$ cat config.mk
export PLATFORM = sky130hd
export DESIGN_NAME = spiflash_line_cache
export DESIGN_NICKNAME = d
export VERILOG_FILES = /design/src/rtl/spiflash_line_cache.sv
export SDC_FILE = /design/constraint.sdc
export NUM_CORES = 1
export LEC_CHECK = 0
export ABC_AREA = 1
export CAP_MARGIN = 15
export CORE_MARGIN = 3
export CORE_UTILIZATION = 46
export DETAILED_ROUTE_END_ITERATION = 12
export PLACE_DENSITY = 0.63
export SLEW_MARGIN = 20
export SYNTH_ARGS = -nofsm -noshare
export SYNTH_HDL_FRONTEND = slang
export SYNTH_SLANG_ARGS = --single-unit
export TNS_END_PERCENT = 10
$ cat constraint.sdc
create_clock -name clk -period 3.9 [get_ports clk]
set_clock_uncertainty 0.1 [all_clocks]
set_input_delay 0.585 -clock clk [delete_from_list [all_inputs] [get_ports clk]]
set_output_delay 0.585 -clock clk [all_outputs]
set_load 0.01 [all_outputs]
$ cat src/rtl/spiflash_line_cache.sv
// Direct-mapped read cache in front of the SPI flash controller.
// A miss fetches the whole 16-byte line as four sequential word reads.
module spiflash_line_cache #(
   parameter int LINES = 8
) (
   input  logic        clk,
   input  logic        resetn,
   input  logic        valid,
   output logic        ready,
   input  logic [23:0] addr,
   output logic [31:0] rdata,
   input  logic        invalidate,
   output logic        flash_valid,
   input  logic        flash_ready,
   output logic [23:0] flash_addr,
   input  logic [31:0] flash_rdata
);

   localparam int IDX  = $clog2(LINES);
   localparam int TAGW = 20 - IDX;

   typedef enum logic [1:0] {IDLE, FILL, RESP} state_t;

   state_t state, state_next;

   logic [31:0]     words [LINES][4];
   logic [TAGW-1:0] tags  [LINES];
   logic [LINES-1:0] line_valid;

   logic [1:0]      cnt;
   logic [19:0]     base;
   logic [1:0]      fill_off;
   logic            inv_flag;

   logic [1:0]      offset;
   logic [IDX-1:0]  index;
   logic [TAGW-1:0] tag;
   logic [IDX-1:0]  fill_idx;
   logic            hit;
   logic            fill_done;
   logic            unused_addr_bits;

   assign offset           = addr[3:2];
   assign index            = addr[IDX+3:4];
   assign tag              = addr[23:IDX+4];
   assign fill_idx         = base[IDX-1:0];
   assign hit              = line_valid[index] && (tags[index] == tag) && !invalidate;
   assign fill_done        = (state == FILL) && flash_ready && (cnt == 2'd3);
   assign unused_addr_bits = ^addr[1:0];

   always_ff @(posedge clk) begin
      if (!resetn) begin
         state <= IDLE;
      end else begin
         state <= state_next;
      end
   end

   always_comb begin
      state_next = state;
      case (state)
         IDLE: if (valid) state_next = hit ? RESP : FILL;
         FILL: if (fill_done) state_next = RESP;
         RESP: state_next = IDLE;
         default: state_next = IDLE;
      endcase
   end

   always_ff @(posedge clk) begin
      if (!resetn) begin
         ready       <= 1'b0;
         rdata       <= 32'h0;
         flash_valid <= 1'b0;
         flash_addr  <= 24'h0;
         line_valid  <= '0;
         cnt         <= 2'd0;
         inv_flag    <= 1'b0;
         base        <= 20'h0;
         fill_off    <= 2'd0;
      end else begin
         ready <= 1'b0;
         // A late invalidate (flag or this very cycle) keeps the new line invalid.
         if (invalidate) begin
            line_valid <= '0;
         end else if (fill_done && !inv_flag) begin
            line_valid[fill_idx] <= 1'b1;
         end
         case (state)
            IDLE: begin
               if (valid) begin
                  if (hit) begin
                     rdata <= words[index][offset];
                     ready <= 1'b1;
                  end else begin
                     base        <= addr[23:4];
                     fill_off    <= offset;
                     flash_addr  <= {addr[23:4], 4'h0};
                     flash_valid <= 1'b1;
                     cnt         <= 2'd0;
                     inv_flag    <= 1'b0;
                  end
               end
            end
            FILL: begin
               if (invalidate) inv_flag <= 1'b1;
               if (flash_ready) begin
                  if (cnt == fill_off) rdata <= flash_rdata;
                  // Concatenation keeps the top line from carrying into 0x000000.
                  flash_addr <= {base, cnt + 2'd1, 2'b00};
                  cnt        <= cnt + 2'd1;
                  if (cnt == 2'd3) begin
                     flash_valid <= 1'b0;
                     ready       <= 1'b1;
                  end
               end
            end
            default: ;
         endcase
      end
   end

   always_ff @(posedge clk) begin
      if (resetn && (state == FILL) && flash_ready) begin
         words[fill_idx][cnt] <= flash_rdata;
      end
      if (resetn && fill_done) begin
         tags[fill_idx] <= base[19:IDX];
      end
   end

endmodule

==> results of run 1 <==
-- worst register-to-register path, delay by kind of cell (launching register included) --
family                     cells  cell delay (ns)
DFF                            1             0.46
buffers and inverters          3             0.75
and+or+nand+nor                3             0.77
adders and majority gates      1             0.19
-- metrics by stage --
step / hold slack [ns] / setup slack [ns] / cell area, sq um
floorplan: 0.330 / 0.686 / 50100
global placement: 0.340 / 0.444 / 53600
detailed placement: 0.343 / 0.390 / 53600
CTS: 0.237 / 1.12 / 57400
global route: 0.283 / 0.819 / 57400
finish: 0.286 / 1.07 / 57400
-- layer usage --
metal / vias to the layer above / routed length (um) / track usage, %
met5: - / 0 / 0
met4: 0 / 3750 / 6.96
met3: 238 / 10500 / 3.67
met2: 1348 / 63100 / 37.5
met1: 16600 / 57600 / 33.7
li1: 15300 / - / -
-- cell families after synthesis --
logic type	synth area share (%)
and+or+nand+nor	11.9
DFF	73.0
AOI/OAI and AO/OA	11.5
buffers and inverters	3.48
adders and majority gates	0.0998
other	0.00748
-- power by group --
part	internal, uW	switching [uW]	total, uW	leakage (uW)
registers	14700	77.8	14800	0.0112
clock network	6390	4890	11300	0.00188
logic	579	1310	1890	0.00620
-- cell type report --
class	count	area [sq um]
fill	8928	50300
sequential	1249	36600
multi-input combinational	2518	12100
clock buffer	154	3210
timing repair buffer	262	2640
tap	1403	1760
clock inverter	72	584
inverter	128	499
antenna	4	10.0
-- cell usage after synthesis (all sizes together) --
cell	number	area share, %
o21ai	689	6.9
o22ai	115	1.4
clkinv	2	0.015
buf	93	1.0
nand3	215	2.2
inv	126	0.94
ha	4	0.10
nand2	520	3.9
clkbuf	200	1.5
dfxtp	89	3.6
a21oi	66	0.66
nand4	4	0.062
nor3	10	0.10
edfxtp	1160	69
or2	2	0.025
o211ai	25	0.37
nand3b	8	0.12
a21boi	1	0.015
nor2	735	5.5
conb	1	0.0075
o221ai	122	2.1
-- state kept, by name, indices dropped and copies added (netlist names) --
name and count:
flash_valid 1, base 20, inv_flag 1, ready 1
state 2, line_valid 8, fill_off 2, tags 136
cnt 1, rdata 32, words 1024, flash_addr 21
-- final timing paths --
kind / start / end / slack [ns] / cells after the start
setup / recovery: addr[4] / rdata[11] / 1.07 / 17
hold / removal: addr[4] / base[0] / 0.29 / 3
hold reg to reg: line_valid[6] / line_valid[6] / 0.35 / 2
setup reg to reg: cnt[0] / words[2][4] / 1.23 / 7
==> impl_metrics.tcl, run 1 <==
set metrics [dict create \
    grt.overflow.total 0 \
    power.density_mw_per_mm2 487 \
    dr_total_vias 33500 \
    cts_tree "built" \
    drive_gt1_share_pct 8.76 \
    rsz0062_at_grt "no" \
    drv_slew 0 \
    start_util_pct 46.6 \
    rows 120 \
    clockRootBuffer "clkbuf_16" \
    status "complete, no violations" \
    min_path_type "primary input to register" \
    dp_cells 5560 \
    grt_pass1_wl_mm 200 \
    clockBufferDepth 3 \
    drc 0 \
    timing.critical_path.buf_inv 4 \
    hold_buffers 0 \
    relSlewSlack_pct 29.8 \
    grt_start_max_net_pins 155 \
    p_leak_uw 0.0193 \
    final_common_cell "edfxtp_1" \
    die_h_um 336 \
    required_ns 4.39 \
    worstPathCellList "buf_8 -> inv_8 -> buf_4 -> nand2_1 -> nand3_1 -> nand3_1 -> nand3b_1 -> nand2_1 -> nor2_1 -> nand3b_1 -> nor2_1 -> nand3_2 -> nand2_4 -> buf_4 -> nand3_1 -> nand2_1 -> nor2_1" \
    critPathTopFamily "simple AND/OR/NAND/NOR gates" \
    core_sq_mm 0.108 \
    crit_type "primary input to register" \
    worstPathArrival_ns 3.32 \
    power_uw 28000 \
    fmax_mhz 353 \
    hold_viol 0 \
    place_congestion 0.841 \
    slowest_stage "nand2_4" \
    worst_pin_slew_ns 1.05 \
    synthCells 4187 \
    fin_crit_sh_pct 72.6 \
    layout_common_cells "1160 x edfxtp_1, 694 x nor2_1, 592 x o21ai_0" \
    ys_ff_latch 1249 \
    cp-end-kind "register" \
    io_buffer_count 114 \
    antenna_found_initial 3 \
    die_area_sq_mm 0.113 \
    slowest_delay_ns 0.34 \
    start_kind "primary input" \
    min_period_ns 2.83 \
    clock_sinks 1249 \
    nNetsFinal 4345 \
    synth.distinct_cells 30 \
    io_pins 119 \
    wirelength_mm 135 \
    setup_viol 0 \
    grtUsageTotal_pct 23.5 \
    die_w_um 336 \
    utilization_pct 53.3 \
    drt_iter0_drc 3860 \
    numCtsBuffers 121 \
    postCtsSetupBuffers 0 \
    tns_ns 0 \
    viasPerCell 5.78 \
    grt_pass1_vias 31400 \
    synth_seq_area_share_pct 73.0 \
    syn_area_sq_mm 0.0501 \
    vdd_ir_drop_max_mv 0.375 \
    cts-resized-gates 0 \
    synth_area_per_cell_sq_um 12.0 \
    clk_latency_ns 0.69 \
    hpwl_mm 72.3 \
    dr.pass1.iters 6 \
    cp_max_fo 57 \
    syn_to_final_growth_pct 14.4 \
    htree_levels 3 \
    final_cells 5790 \
    drv_cap 0 \
    wl_per_cell_um 23.3 \
    cts.clk_slew.worst_paths_ns 0.06 \
    ant_nets 0 \
    yosys_warnings 0 \
]
Power figures use the tool's default switching activity.
==> inputs of run 2 (changes only) <==
Clock period 3.9 ns to 2.94 ns, I/O delays scaled along.
==> run 2 against run 1 <==
Effect of this change: final area rose by 2.6%; via count grew 1.6%; cell count is 1.3% higher; utilization grew 1.4 points; register-to-register slack got worse by 0.82 ns; largest cell class unchanged; highest routed layer unchanged; die area unchanged; sequential share of layout area decreased by 1.6 points; flip-flop and latch count unchanged.
==> impl_metrics.tcl, run 2 (synthesis results as in run 1) <==
set metrics [dict create \
    die_h_um 336 \
    viasPerCell 5.80 \
    fin_crit_sh_pct 86.0 \
    utilization_pct 54.7 \
    slowest_stage "nor3_1" \
    cp_max_fo 16 \
    power.density_mw_per_mm2 641 \
    cts.clk_slew.worst_paths_ns 0.06 \
    crit_type "register to register" \
    required_ns 3.19 \
    dr.pass1.iters 5 \
    htree_levels 3 \
    numCtsBuffers 120 \
    worst_pin_slew_ns 0.789 \
    critPathTopFamily "buffers and inverters" \
    syn_to_final_growth_pct 17.4 \
    worstPathArrival_ns 2.78 \
    drv_cap 0 \
    diodes 0 \
    worstPathCellList "inv_1 -> nor2_2 -> clkinv_2 -> nor3_1 -> nand2_1 -> buf_4 -> nor2_4 -> buf_4" \
    timing.critical_path.buf_inv 4 \
    place_congestion 0.832 \
    drive_gt1_share_pct 10.6 \
    hold_buffers 0 \
    final_cells 5868 \
    dp_cells 5643 \
    die_w_um 336 \
    vdd_ir_drop_max_mv 0.547 \
    setup_viol 0 \
    globalRouteMet3Util_pct 3.32 \
    min_path_type "primary input to register" \
    slowest_delay_ns 0.36 \
    io_buffer_count 114 \
    antenna_found_initial 1 \
    crit_path_frequent_cell "buf_4" \
    drc 0 \
    grt_start_max_net_pins 115 \
    status "complete, no violations" \
    grt_use_met1_pct 34.4 \
    layout_common_cells "1160 x edfxtp_1, 694 x nor2_1, 592 x o21ai_0" \
    n_fill_cell 8815 \
    relSlewSlack_pct 47.4 \
    grt_pass1_vias 32100 \
    final_common_cell "edfxtp_1" \
    start_kind "register" \
    rows 120 \
    rsz0062_at_grt "no" \
    reg_top3 "words x1024, tags x136, rdata x32" \
    grtUsageTotal_pct 24.1 \
    clockBufferDepth 3 \
    min_period_ns 2.53 \
    clock_sinks 1249 \
    cp-end-kind "register" \
    grt_pass1_wl_mm 204 \
    clockRootBuffer "clkbuf_16" \
    io_pins 119 \
    grt.overflow.total 0 \
    ant_nets 0 \
    largest_reg_flops 1024 \
    post-place-ws_ns 0.0824 \
    hold_viol 0 \
    postCtsSetupBuffers 0 \
    p_leak_uw 0.0199 \
    drt_iter0_drc 3662 \
    start_util_pct 46.6 \
    regMostFlops "words" \
    drv_slew 0 \
    cts_tree "built" \
    wirelength_mm 138 \
    clk_latency_ns 0.70 \
    hpwl_mm 79.1 \
    gr-usage-met2_pct 38.6 \
    core_sq_mm 0.108 \
    grt.busiest_layer "met2" \
    cts-resized-gates 0 \
    setup_slack_ns 0.411 \
    dr_total_vias 34000 \
    wl_per_cell_um 23.5 \
    fmax_mhz 395 \
    die_area_sq_mm 0.113 \
    nNetsFinal 4427 \
    tns_ns 0 \
]
run 2: changes by cell type in the layout (fill, tap and decap cells not counted), moves of 3 or more:
| cell | before | now |
|---|---|---|
| clkbuf_1 | 28 | 25 |
| bufinv_16 | 9 | 12 |
| buf_12 | 31 | 87 |
| buf_4 | 118 | 145 |
| clkinv_2 | 34 | 30 |
| clkinv_1 | 25 | 19 |
| clkbuf_8 | 4 | 8 |
| clkinvlp_4 | 1 | 4 |
| diode_2 | 4 | 0 |
run 2: area by class of cell:
class                   instances  area (sq um)  share of cell area (%)
clock buffers                 155          3260                    5.53
clock inverters                70           707                    1.20
inverters                     128           499                   0.848
multi-input cells            2518         12100                    20.5
flip-flops and latches       1249         36600                    62.2
well taps                    1403          1760                    2.98
repair buffers                345          3960                    6.73
run 2: worst min-delay path, delay by kind of cell:
| kind | cells | cell delay (ns) |
|---|---|---|
| buffers and inverters | 3 | 0.47 |
| AO/OA/AOI/OAI | 1 | 0.06 |
run 2: path summary, 6_finish.rpt:
path                               startpoint  depth (start not counted)       endpoint  slack [ns]
worst max-delay path                 state[0]                          8    words[4][0]        0.41
worst min-delay path                   resetn                          4       state[0]        0.23
worst max register to register       state[0]                          8    words[4][0]        0.41
worst min register to register  line_valid[6]                          2  line_valid[6]        0.35
run 2: layer usage:
layer  up-vias  part of all wire, %
li1      15500                    -
met1     16700                   42
met2      1563                   46
met3       278                  8.3
met4         0                  3.0
met5         -                    0
run 2: power breakdown:
part | total (uW) | internal, uW | leakage (uW) | switching (uW)
Sequential | 19600 | 19500 | 0.0112 | 108
Combinational | 2680 | 893 | 0.00681 | 1780
Clock | 15400 | 8870 | 0.00195 | 6570
run 2: through the flow:
step / hold slack [ns] / instance area, sq um / power (uW)
after CTS: 0.169 / 58800 / 37900
final: 0.229 / 58800 / 37700
after floorplan: 0.330 / 50100 / 21400
after global routing: 0.222 / 58800 / 38900
after global placement: 0.341 / 54900 / 22600
after detailed placement: 0.343 / 54900 / 22700
